## src/rtl/cache_mem_arbiter.sv

```systemverilog
// cache_mem_arbiter: shares one memory-bus master between the I-cache
// (read refills) and the D-cache (refills and write-backs). Grants are
// non-preemptive and held until the bus completion arrives. A round-robin bit
// keeps either cache from starving the other.
module cache_mem_arbiter #(
    parameter int ADDR_WIDTH = 64
) (
    input  logic                  clk,
    input  logic                  arst,
    input  logic                  i_icache_start_read,
    input  logic [ADDR_WIDTH-1:0] i_icache_addr,
    input  logic                  i_dcache_start_read,
    input  logic                  i_dcache_start_write,
    input  logic [ADDR_WIDTH-1:0] i_dcache_addr,
    input  logic                  i_r_last,
    input  logic                  i_b_resp,
    output logic                  o_start_read,
    output logic                  o_start_write,
    output logic [ADDR_WIDTH-1:0] o_mem_addr,
    output logic                  o_icache_r_last,
    output logic                  o_dcache_r_last,
    output logic                  o_dcache_b_resp,
    output logic                  o_grant_icache,
    output logic                  o_grant_dcache
);

    typedef enum logic [1:0] {
        IDLE    = 2'd0,
        I_READ  = 2'd1,
        D_READ  = 2'd2,
        D_WRITE = 2'd3
    } state_t;

    state_t state_reg;
    state_t state_next;
    logic   prefer_d_reg;
    logic   prefer_d_next;

    logic   d_req;
    state_t d_target;

    // The D-cache write-back always goes before its allocate read.
    assign d_req    = i_dcache_start_read | i_dcache_start_write;
    assign d_target = i_dcache_start_write ? D_WRITE : D_READ;

    // State and fairness registers. arst abandons any grant at once.
    always_ff @(posedge clk or posedge arst) begin
        if (arst) begin
            state_reg    <= IDLE;
            prefer_d_reg <= 1'b0;
        end else begin
            state_reg    <= state_next;
            prefer_d_reg <= prefer_d_next;
        end
    end

    // Arbitration, completion routing and bus steering, all taken from the current state.
    always_comb begin
        state_next      = state_reg;
        prefer_d_next   = prefer_d_reg;
        o_start_read    = 1'b0;
        o_start_write   = 1'b0;
        o_mem_addr      = i_dcache_addr;
        o_icache_r_last = 1'b0;
        o_dcache_r_last = 1'b0;
        o_dcache_b_resp = 1'b0;
        o_grant_icache  = 1'b0;
        o_grant_dcache  = 1'b0;
        case (state_reg)
            IDLE: begin
                if (i_icache_start_read && d_req) begin
                    state_next = prefer_d_reg ? d_target : I_READ;
                end else if (i_icache_start_read) begin
                    state_next = I_READ;
                end else if (d_req) begin
                    state_next = d_target;
                end
            end
            I_READ: begin
                o_start_read    = 1'b1;
                o_grant_icache  = 1'b1;
                o_mem_addr      = i_icache_addr;
                o_icache_r_last = i_r_last;
                if (i_r_last) begin
                    state_next    = IDLE;
                    prefer_d_next = 1'b1;
                end
            end
            D_READ: begin
                o_start_read    = 1'b1;
                o_grant_dcache  = 1'b1;
                o_dcache_r_last = i_r_last;
                if (i_r_last) begin
                    state_next    = IDLE;
                    prefer_d_next = 1'b0;
                end
            end
            D_WRITE: begin
                o_start_write   = 1'b1;
                o_grant_dcache  = 1'b1;
                o_dcache_b_resp = i_b_resp;
                if (i_b_resp) begin
                    state_next    = IDLE;
                    prefer_d_next = 1'b0;
                end
            end
            default: begin
                state_next = IDLE;
            end
        endcase
    end

endmodule

```

## config.mk

```make
export PLATFORM = sky130hd
export DESIGN_NAME = cache_mem_arbiter
export DESIGN_NICKNAME = d
export VERILOG_FILES = /design/src/rtl/cache_mem_arbiter.sv
export SDC_FILE = /design/constraint.sdc
export NUM_CORES = 1
export LEC_CHECK = 0
export BUFFER_PORTS_ARGS = -buffer_cell sky130_fd_sc_hd__buf_2
export CAP_MARGIN = 20
export CORE_AREA = 2 2 80 82
export DETAILED_ROUTE_END_ITERATION = 16
export DIE_AREA = 0 0 82 84
export GPL_ROUTABILITY_DRIVEN = 0
export HOLD_SLACK_MARGIN = 0.15
export PLACE_DENSITY = 0.61
export SYNTH_ARGS = -nofsm -noshare
export SYNTH_HDL_FRONTEND = slang
export SYNTH_SLANG_ARGS = --single-unit
export TNS_END_PERCENT = 20
```

## constraint.sdc

```tcl
create_clock -name clk -period 2.8 [get_ports clk]
set_clock_uncertainty 0.05 [all_clocks]
set_input_delay 0.56 -clock clk [delete_from_list [all_inputs] [get_ports clk]]
set_output_delay 0.56 -clock clk [all_outputs]
set_load 0.01 [all_outputs]
```

# Yosys cells after proc, flatten, opt, wreduce, memory -nomap -nowiden
# Index checks and enable logic that the tools add are counted.
# word_totals
output_inout_bits	71
ff_bits	3
elab_cells	38
input_bits	135
# op_classes
n_eq_ne	8
n_reduce_logical	7
bitwise_logic	1
muxes	20
# op_table
operator	n
2-to-1 mux 64 bit	1
2-to-1 mux 2 bit	6
2-to-1 mux 1 bit	11
inequality test 2 bit, second input constant	3
one-hot mux 2 bit (3 select lines)	1
equality test 2 bit, second input constant	2
inequality test 4 bit, second input constant	1
AND reduction 4 bit	1
OR reduction 2 bit	2
one-hot mux 1 bit (3 select lines)	1
AND reduction 3 bit	1
nonzero test 3 bit	1
equality test 2 x 1 -> 1 bit, second input constant	1
zero test 2 bit	1
inequality test 2 x 1 -> 1 bit, second input constant	1
logical AND 1 bit	1
OR 1 bit	1

# Logic depth before layout (Yosys ltp)
# logic_depth
depth_word	5
depth_mapped	6
mapped_depth_nobuf	5

# Worst setup path before layout
# OpenSTA, ideal clock, no wires.
# synth_timing
path_kind	reg-to-output
from	reg state_reg[1]
to	out o_mem_addr[12]
arrival_ns	1.380
slack_ns	0.810
required_ns	2.190
stages_incl_launch_ff	6
path_buffers	2
cell_sequence	dfrtp_1 > inv_1 > ha_1 > buf_6 > buf_6 > mux2_4
# synth_via
elab_chain_cells	2
# synth_rtl
item	line	rtl
from (decl)	34	state_t state_reg;
from (signal assigned)	52	state_reg <= state_next;
equality test 2 x 1 -> 1 bit	69	case (state_reg)
2-to-1 mux 64 bit	69	
to (decl)	19	output logic [ADDR_WIDTH-1:0] o_mem_addr,
# No other way between the ends.

# Worst setup path in the final report
# layout_timing
from	reg state_reg[1]
to	out o_mem_addr[58]
# Same word-level chain as after synthesis.

==> metrics.md <==
| Metric | Value |
|---|---|
| Status | finished clean |
| Top-count cell post-synth | mux2_4 |
| Cell area after synthesis | 1220 sq um |
| Clk pin slew, worst setup/hold paths | about 0.03 ns |
| Crit-path max cell delay | 0.40 ns |
| Met3 WL | 699 microns |
| CTS root buffer | clkbuf_8 |
| Worst r2r src | state_reg[0] |
| Syn avg cell area | 11.62 sq um |
| Relative slew slack | 69.79% |
| Worst Path Buf+Inv | 3 |
| Vias in the first global route | 1501 |
| IO Count | 206 |
| Total routed wirelength | 4985 microns |
| Final Hold Fails | 0 |
| I/O Buffers | 205 |
| Initial Util | around a fifth |
| Crit end category | primary output |
| RSZ-0062 raised after global routing | false |
| Fmax | 405.2 MHz |
| Post-CTS Setup Repair Bufs | 0 |
| H-tree depth | 1 |
| Req. time, crit path | 2.19 ns |
| Die width | 82 microns |
| Flop2flop setup slack | 1.21 ns |
| Top cell type's share of synthesized area | a little under half |
| Synth warn | 0 |
| Final Setup Violations | 0 |
| Layout cells sized above 1 | 89.32% |
| Vias per cell | 4.184 |
| Maximum vdd drop | 0.4101 mV |
| Final Non-Filler Cells | about 390 |
| Antenna diode count | 0 |
| Maximum fanout along the worst path | 33 |
| Final Critical Period | 2.468 ns |
| DR pass1 iterations | 4 |
| Number of flops mapped to enable cells by yosys | 0 |
| Resized cells post-CTS | 0 |
| Max clock buf depth | 2 |
| WHS | 0.1590 ns |
| Post-DRT Antenna Nets | 0 |
| Vias | 1615 |
| Post-Syn Instances | between 100 and 150 |
| Clock latency at the later pin of the worst-skew pair | 0.21 ns |
| Largest net degree at the start of global routing | 35 |
| Metal2 WL | 2401 microns |
| Final setup TNS | 0 ns |
| Psw | 0.6963 mW |
| Hold Buf Count CTS | 0 |
| Critical path class | reg2out |
| Top delay family on crit path | buffers and inverters |
| Sequential share of the synthesized area | 6.154% |
| Layout net count | 449 |
| Die height | 84 microns |
| Distinct cells, synth | 22 |
| Post-Syn Nets | 244 |
| # Max-Cap Violations | 0 |
| Routed wire per std cell | 12.91 microns |
| Logic pwr share | around 87% |
| DRT iter0 DRCs | 26 |
| Hpwl dp | 4352 microns |
| CP Cell Sequence | inv_1, ha_4, buf_4, mux2_2, buf_2 |
| Initial antenna violation count | 0 |
| WL met1 | 1844 microns |
| Worst Hold Class | in2async |
| Gr ovfl total | 0 |
| Top routing layer in use | met4 |
| Synth Register Bits | 3 |
| Power per cell area | 693.5 nW/um^2 |
| Global-route wire length before repair | 7044 microns |
| Asr flop ratio synth | 100.0% |
| Clock sinks | 3 |
| Part of the cycle the worst path needs | just under 90% |
| Flop pwr share | 5.5% |
| CP max-delay cell | dfrtp_1 |
| Fill cells | 638 |
| Multi-input gate area | ~1100 sq um |
| Top_reg_cell synth | dfrtp_1 |
| # DRC | 0 |
| Post-synth top area cell | mux2_4 |
| Pins Over Slew Limit | 0 |
| Internal | between 0.9 and 1 mW |
| Setup crit start kind | register |
| Dpl cells | roughly 380 |
| Worst-Margin Slew | 0.4532 ns |
| Clock power share | 7.5% |
| Register area | around 75 sq um |
| CP Data Arrival Time | 1.86 ns |
| Static Leak | 1.372 nW |
| Die area | 6888 sq um |
| Core area | 6096 sq um |
| Cells on worst reg2reg path | 5 |
| CTS Buf Count | 3 |
| FP Rows | 29 |
| Post-synth top cells | 38 x mux2_4, 26 x mux2_2, 6 x inv_1, 5 x buf_6, 4 x ha_1 |
| Max FFs per register | 2 |
| Largest cells by area after synthesis | mux2_4 47%, mux2_2 24%, dfrtp_1 6.2% |
| Worst R2R End | state_reg[1] |
| Sw Ratio | between 40% and 50% |
| TritonCTS clock tree | yes |
| Area grow syn2layout | 93.54% |
| Overall routing resource usage | 12.75% |
final cells by class:
cell class | count | share of cell area, %
Clock buffer | 4 | 1.908
Inverter | 6 | 0.9539
Multi-Input combinational cell | 89 | 45.26
Sequential cell | 3 | 3.180
Tap cell | 77 | 4.081
Timing Repair Buffer | 207 | 44.62
through the flow:
stage | setup WS, ns | total power, mW | instance area [sq um] | util, %
2_1_floorplan | 0.8099 | 1.083 | 1220 | -
6_report | 0.3320 | 1.637 | 2361 | 38.73
5_1_grt | 0.1899 | 1.761 | 2361 | 38.73
3_3_place_gp | 0.5737 | 1.523 | 2316 | 37.99
3_5_place_dp | 0.5214 | 1.533 | 2316 | 37.99
4_1_cts | 0.2874 | 1.669 | 2361 | 38.73
power groups by stage:
stage,logic [mW],clock network (mW),registers [mW]
3_3_place_gp,1.43,0,0.0892
3_5_place_dp,1.44,0,0.0917
4_1_cts,1.45,0.126,0.0912
2_1_floorplan,1.00,0,0.0807
5_1_grt,1.53,0.133,0.0943
6_report,1.42,0.123,0.0904
worst reg2reg max path, stage by stage, from the launching register on:
cell	delay, ns
dfrtp_1	0.44
inv_1	0.10
ha_1	0.31
nor2b_1	0.17
a2111o_1	0.35
o211ai_1	0.09
per-layer routing:
metal  vias to the layer above  global-route usage [%]
met4                         0                   2.879
met1                       721                   14.16
met2                        97                   23.50
li1                        793                       -
met3                         4                   3.355
met5                         -                       0
cell usage in the layout (no fill, tap or decap), drive strengths merged:
master and count:
o211ai 1, mux2i 1, nand2 2, dfrtp 3, nor2 2, nand2b 1
clkbuf 4, inv 6, ha 4, a21oi 1, a2111o 1, o31ai 2
and2 3, o21ai 2, nor2b 3, buf 207, o41ai 1, nor4b 1
mux2 64
how the worst max path moves through the flow:
stage	start	to	slack, ns	cells past startpoint
4_1_cts	state_reg[1]	o_mem_addr[49]	0.29	5
3_3_place_gp	state_reg[1]	o_mem_addr[49]	0.57	5
3_5_place_dp	state_reg[1]	o_mem_addr[49]	0.52	5
6_report	state_reg[1]	o_mem_addr[58]	0.33	5
2_1_floorplan	state_reg[1]	o_mem_addr[12]	0.81	5
5_1_grt	state_reg[1]	o_mem_addr[49]	0.19	5
cell families after synthesis:
kind of cell	after synthesis	share of synthesized area [%]
buf+inv	13	7.282
flops	3	6.154
fa+ha+maj	4	4.103
simple gates	12	6.155
mux	65	71.59
compound gates	8	4.717
(Power assumes the default switching activity.)
